`config.mk`:
```
export PLATFORM = sky130hd
export DESIGN_NAME = mem_loader
export DESIGN_NICKNAME = d
export VERILOG_FILES = /design/src/rtl/mem_loader_pkg.sv /design/src/rtl/mem_loader.sv
export SDC_FILE = /design/constraint.sdc
export NUM_CORES = 1
export LEC_CHECK = 0
export ABC_CLOCK_PERIOD_IN_PS = 5400
export CAP_MARGIN = 20
export CELL_PAD_IN_SITES_DETAIL_PLACEMENT = 1
export CELL_PAD_IN_SITES_GLOBAL_PLACEMENT = 1
export CORE_MARGIN = 8
export CORE_UTILIZATION = 38
export CTS_CLUSTER_SIZE = 14
export DETAILED_ROUTE_END_ITERATION = 12
export MAX_ROUTING_LAYER = met4
export PLACE_DENSITY_LB_ADDON = 0.3
export SYNTH_ARGS = -nofsm -noshare
export SYNTH_HDL_FRONTEND = slang
export SYNTH_SLANG_ARGS = --single-unit
```
`constraint.sdc`:
```
create_clock -name clk -period 5.4 [get_ports clk]
set_input_delay 1.62 -clock clk [delete_from_list [all_inputs] [get_ports clk]]
set_output_delay 1.62 -clock clk [all_outputs]
set_load 0.01 [all_outputs]
```
`src/rtl/mem_loader_pkg.sv`:
```
// Shared definitions for the memory loader.
//   - Default memory address/data widths (mirroring the memory_unit widths).
//   - Memory function code used by the loader (write).
//   - Loader FSM state encodings (3-bit).
package mem_loader_pkg;

   localparam int MEM_ADDR_WIDTH = 10;
   localparam int MEM_DATA_WIDTH = 64;

   localparam logic [1:0] MEM_FUNC_WRITE = 2'd1;

   typedef enum logic [2:0] {
      S_IDLE     = 3'd0,
      S_WAIT_MEM = 3'd1,
      S_ACCEPT   = 3'd2,
      S_ISSUE    = 3'd3,
      S_WAIT_ACK = 3'd4,
      S_LAUNCH   = 3'd5,
      S_DONE     = 3'd6
   } loader_state_t;

endpackage

```
`src/rtl/mem_loader.sv`:
```
// Memory image loader: streams host words into memory through the memory
// request handshake, then launches traversal at the entry address and waits
// for it to finish. Owns memory (mem_own) from load acceptance until launch.
//
// Ports:
//   clk, rst                      clock, asynchronous active-low reset
//   load_start/base/count, entry_addr   load request, sampled in IDLE only
//   in_valid, in_data, in_ready   host word stream
//   mem_func, mem_execute, address, write_data, mem_ready   memory handshake
//   mem_own                       memory mux select (1 = loader)
//   traversal_execute, start_addr, traversal_finished   traversal launch
//   busy, done, error             status (error is sticky until next accepted load)
//
// state    | meaning
// IDLE     | waiting for load_start; range check on request
// WAIT_MEM | owning memory, waiting for memory ready (e.g. out of reset)
// ACCEPT   | in_ready high, waiting for a host word
// ISSUE    | mem_execute high until memory drops ready
// WAIT_ACK | waiting for memory ready to return; advance index
// LAUNCH   | traversal_execute held high until traversal_finished
// DONE     | one-cycle done pulse, back to IDLE
module mem_loader
   import mem_loader_pkg::*;
#(
   parameter int ADDR_W    = MEM_ADDR_WIDTH,
   parameter int DATA_W    = MEM_DATA_WIDTH,
   parameter int MAX_WORDS = (1 << ADDR_W) - 1
) (
   input  logic              clk,
   input  logic              rst,
   input  logic              load_start,
   input  logic [ADDR_W-1:0] load_base,
   input  logic [ADDR_W-1:0] load_count,
   input  logic [ADDR_W-1:0] entry_addr,
   input  logic              in_valid,
   input  logic [DATA_W-1:0] in_data,
   output logic              in_ready,
   output logic [1:0]        mem_func,
   output logic              mem_execute,
   output logic [ADDR_W-1:0] address,
   output logic [DATA_W-1:0] write_data,
   input  logic              mem_ready,
   output logic              mem_own,
   output logic              traversal_execute,
   output logic [ADDR_W-1:0] start_addr,
   input  logic              traversal_finished,
   output logic              busy,
   output logic              done,
   output logic              error
);

   localparam logic [ADDR_W:0] MAX_LAST = (ADDR_W+1)'(MAX_WORDS);

   loader_state_t     state;
   logic [ADDR_W-1:0] base_q;
   logic [ADDR_W-1:0] count_q;
   logic [ADDR_W-1:0] entry_q;
   logic [ADDR_W-1:0] idx;

   // Last address of the requested window, one bit wider so an overflow of
   // the address space is visible. count==0 is rejected separately.
   logic [ADDR_W:0]   last_addr;
   logic              load_bad;
   logic [ADDR_W-1:0] idx_inc;

   assign last_addr = {1'b0, load_base} + {1'b0, load_count} - (ADDR_W+1)'(1);
   assign load_bad  = (load_count == '0) || (last_addr > MAX_LAST);
   assign idx_inc   = idx + ADDR_W'(1);
   assign mem_func  = MEM_FUNC_WRITE;

   always_ff @(posedge clk or negedge rst) begin
      if (!rst) begin
         state             <= S_IDLE;
         base_q            <= '0;
         count_q           <= '0;
         entry_q           <= '0;
         idx               <= '0;
         in_ready          <= 1'b0;
         mem_execute       <= 1'b0;
         address           <= '0;
         write_data        <= '0;
         mem_own           <= 1'b0;
         traversal_execute <= 1'b0;
         start_addr        <= '0;
         busy              <= 1'b0;
         done              <= 1'b0;
         error             <= 1'b0;
      end else begin
         done <= 1'b0;
         unique case (state)
            S_IDLE: begin
               if (load_start) begin
                  base_q  <= load_base;
                  count_q <= load_count;
                  entry_q <= entry_addr;
                  idx     <= '0;
                  error   <= load_bad;
                  if (!load_bad) begin
                     state   <= S_WAIT_MEM;
                     busy    <= 1'b1;
                     mem_own <= 1'b1;
                  end
               end
            end
            S_WAIT_MEM: begin
               if (mem_ready) begin
                  state    <= S_ACCEPT;
                  in_ready <= 1'b1;
               end
            end
            S_ACCEPT: begin
               if (in_valid) begin
                  write_data  <= in_data;
                  address     <= base_q + idx;
                  in_ready    <= 1'b0;
                  mem_execute <= 1'b1;
                  state       <= S_ISSUE;
               end
            end
            S_ISSUE: begin
               // Memory drops ready once it has taken the request.
               if (!mem_ready) begin
                  mem_execute <= 1'b0;
                  state       <= S_WAIT_ACK;
               end
            end
            S_WAIT_ACK: begin
               if (mem_ready) begin
                  idx <= idx_inc;
                  if (idx_inc == count_q) begin
                     state             <= S_LAUNCH;
                     mem_own           <= 1'b0;
                     start_addr        <= entry_q;
                     traversal_execute <= 1'b1;
                  end else begin
                     state    <= S_ACCEPT;
                     in_ready <= 1'b1;
                  end
               end
            end
            S_LAUNCH: begin
               if (traversal_finished) begin
                  traversal_execute <= 1'b0;
                  done              <= 1'b1;
                  state             <= S_DONE;
               end
            end
            S_DONE: begin
               busy  <= 1'b0;
               state <= S_IDLE;
            end
            default: state <= S_IDLE;
         endcase
      end
   end

endmodule
```
==> results.cfg <==
[place]
postPlaceCellArea_sq_um = 8610
post-dp-hpwl_um = 15300
place.gp.congestion = 0.819
io_buffers = 190
dp_cells = 1071

[synth]
synthesis.area_sq_um = 6540
synth_edf_count = 0
postSynthCellCount = 683
yosys_warnings = 0
ys_seq_area_share_pct = 51.3
synth_nets = 813
synth_cell_types = 62
synth_ff_type = dfrtp_1
ys_ff_latch = 134
avgSynthCellArea_sq_um = 9.57
async_reset_ff_share_pct = 100

[clock_network]
cts_buffer_depth = 2
h-tree-depth = 4
postCtsHoldBufs = 0
tritoncts = done
post_cts_buffers = 0
cts_inserted_buffers = 17
clkSinkCount = 134
cts_resized = 0
path_clk_slew_ns = 0.06
clk-insertion-delay-late_ns = 0.42
cts_root_buf = clkbuf_16

[critical_path]
crit_fanout = 2
cp.arrival_ns = 4.32
cp_slowest_cell = clkdlybuf4s50_1
cp-end-kind = flip-flop
critical_path_required_ns = 5.73
cp_slowest_stage_delay_ns = 0.49
critical_path.cell_chain = clkdlybuf4s50_1, inv_1, ha_1, inv_1, ha_1, nor4_1, o21ai_0, a221oi_1, xor2_1, or4bb_1, nand3_1
critPathKind = primary input to flip-flop
crit_path_start_kind = primary input
path_delay_family = simple AND/OR/NAND/NOR gates
critPathBufInv = 3

[floorplanning]
die_w_um = 147
fp-row-count = 48
start_util_pct = 38.3
die_y_um = 147
coreArea_sq_um = 17100
dieArea_sq_um = 21700
io_pins = 193

[routing]
firstDrtPassIters = 4
route.met3.wl_um = 1010
wirelength_um = 20400
routed_via_density = 5.00
wl_met1_um = 7940
detail-route-antenna-nets = 0
vias = 5512
remaining_drc_errors = 0
wl_met2_um = 11000
highest_layer = met4
first_iter_violations = 151
routedWlPerCell_um = 18.5

[sta]
slew_viol_final = 0
setup_violations = 0
tns_ns = 0
fin_crit_ns = 3.99
max_slew_margin_pct = 47.1
rsz0062_at_grt = no
fin_crit_sh_pct = 73.9
timing.hold.ws_ns = 0.472
fin_skew_ns = 0.00917
tightest_slew_ns = 0.794
hold_viol = 0
fmax_mhz = 251

[grt]
globalRouteTotalUtil_pct = 19.5
grt_overflow_total = 0
grt_pass1_wl_um = 32800
antenna_found_initial = 0
grt_max_degree = 86
first_global_vias = 6144

[layout]
drive_above_1_share_pct = 10.5
layout.cells.non_filler = 1103
area_growth_pct = 41.1
layout.cell_area.non_filler_sq_um = 9220
diodes = 0
nNetsFinal = 995

[hold_path]
worstHoldPathType = flip-flop to flip-flop

[power]
leakage_nw = 4.33
peakVddDrop_mv = 0.242
total_power_mw = 4.66
powerDensity_nw_per_um2 = 505

[outcome]
outcome = finished clean

[flow_run]
drv_cap = 0
[cell usage in the layout (no fill, tap or decap), drive strengths merged, types with 2 or more instances in the layout]
master,count
a211oi,5
a21boi,2
a21o,4
a21oi,14
a221oi,2
a22o,2
a31oi,5
and2,3
and3,4
buf,5
bufinv,3
clkbuf,20
clkdlybuf4s50,189
clkinv,3
clkinvlp,2
conb,2
dfrtp,134
ha,29
inv,54
mux2,38
mux2i,2
nand2,225
nand2b,4
nand3,14
nand4,3
nor2,18
nor2b,3
nor3,2
nor3b,2
nor4,5
o21a,3
o21ai,36
o31ai,6
o32ai,2
or3,2
xnor2,8
xor2,9
[kinds of logic after synthesis]
group           synth area share (%)
simple gates                    19.0
flops                           51.3
compound gates                  8.98
buf+inv                         5.23
mux                             7.25
fa+ha+maj                       5.86
xor+xnor                        2.28
other cells                    0.115
[worst min-delay path, stage by stage, from the launching register on]
cell and delay, ns:
dfrtp_1 0.34, nand2_1 0.05, nand2_1 0.05
[routing by layer]
| layer | GRT usage, % | vias up |
|---|---|---|
| met2 | 34.7 | 138 |
| met5 | - | - |
| met1 | 20.7 | 2740 |
| li1 | - | 2603 |
| met4 | 6.94 | 0 |
| met3 | 4.74 | 31 |
[per-stage QoR]
step	setup slack [ns]	utilization [%]
finish	1.41	54.1
global route	1.24	54.1
CTS	1.39	54.1
detailed placement	0.968	50.5
global placement	1.08	50.5
floorplan	1.90	-
[cells in the mapped netlist (all sizes together) (3+ instances only)]
cell type  count  share of area, %
a211oi         5              0.57
a21o           4              0.46
a21oi         14               1.1
a31oi          5              0.57
and2           3              0.29
and3           4              0.40
buf           16               1.5
clkbuf        15              0.86
dfrtp        134                51
ha            29               5.6
inv           50               2.9
mux2          38               6.9
nand2        225                13
nand2b         4              0.38
nand3         14               1.3
nand4          3              0.38
nor2          18               1.1
nor2b          3              0.29
nor4           5              0.57
o21a           3              0.34
o21ai         36               2.8
o31ai          6              0.69
xnor2          8               1.1
xor2           9               1.2
[final timing paths]
path / from / end / slack, ns / cells after the start
setup / recovery: load_base[5] / state[0] / 1.41 / 11
hold / removal: write_data[46] / write_data[46] / 0.47 / 2
setup reg to reg: idx[0] / start_addr[6] / 2.28 / 7
hold reg to reg: write_data[46] / write_data[46] / 0.47 / 2
max in group asynchronous: rst / write_data[59] / 2.97 / 2
min in group asynchronous: rst / address[9] / 1.25 / 1
[cell type report]
type,instances,area [sq um]
Clock buffer,20,447
Clock inverter,12,166
Fill cell,1899,7830
Inverter,50,188
Multi-Input combinational cell,468,2860
Sequential cell,134,3350
Tap cell,225,282
Timing Repair Buffer,194,1930
[flip-flops by register name, indices dropped and copies added (netlist names)]
signal and flops:
address 10, base_q 10, busy 1, count_q 10, done 1, entry_q 10, error 1, idx 10
in_ready 1, mem_execute 1, mem_own 1, start_addr 10, state 3, traversal_execute 1, write_data 64
[report_power, final]
part           leakage, nW  internal, mW  switching (mW)
Sequential            1.67          1.40           0.274
Combinational         2.36         0.908           0.872
Clock                0.292         0.747           0.460
Total                 4.33          3.06            1.61
Power figures use the tool's default switching activity.
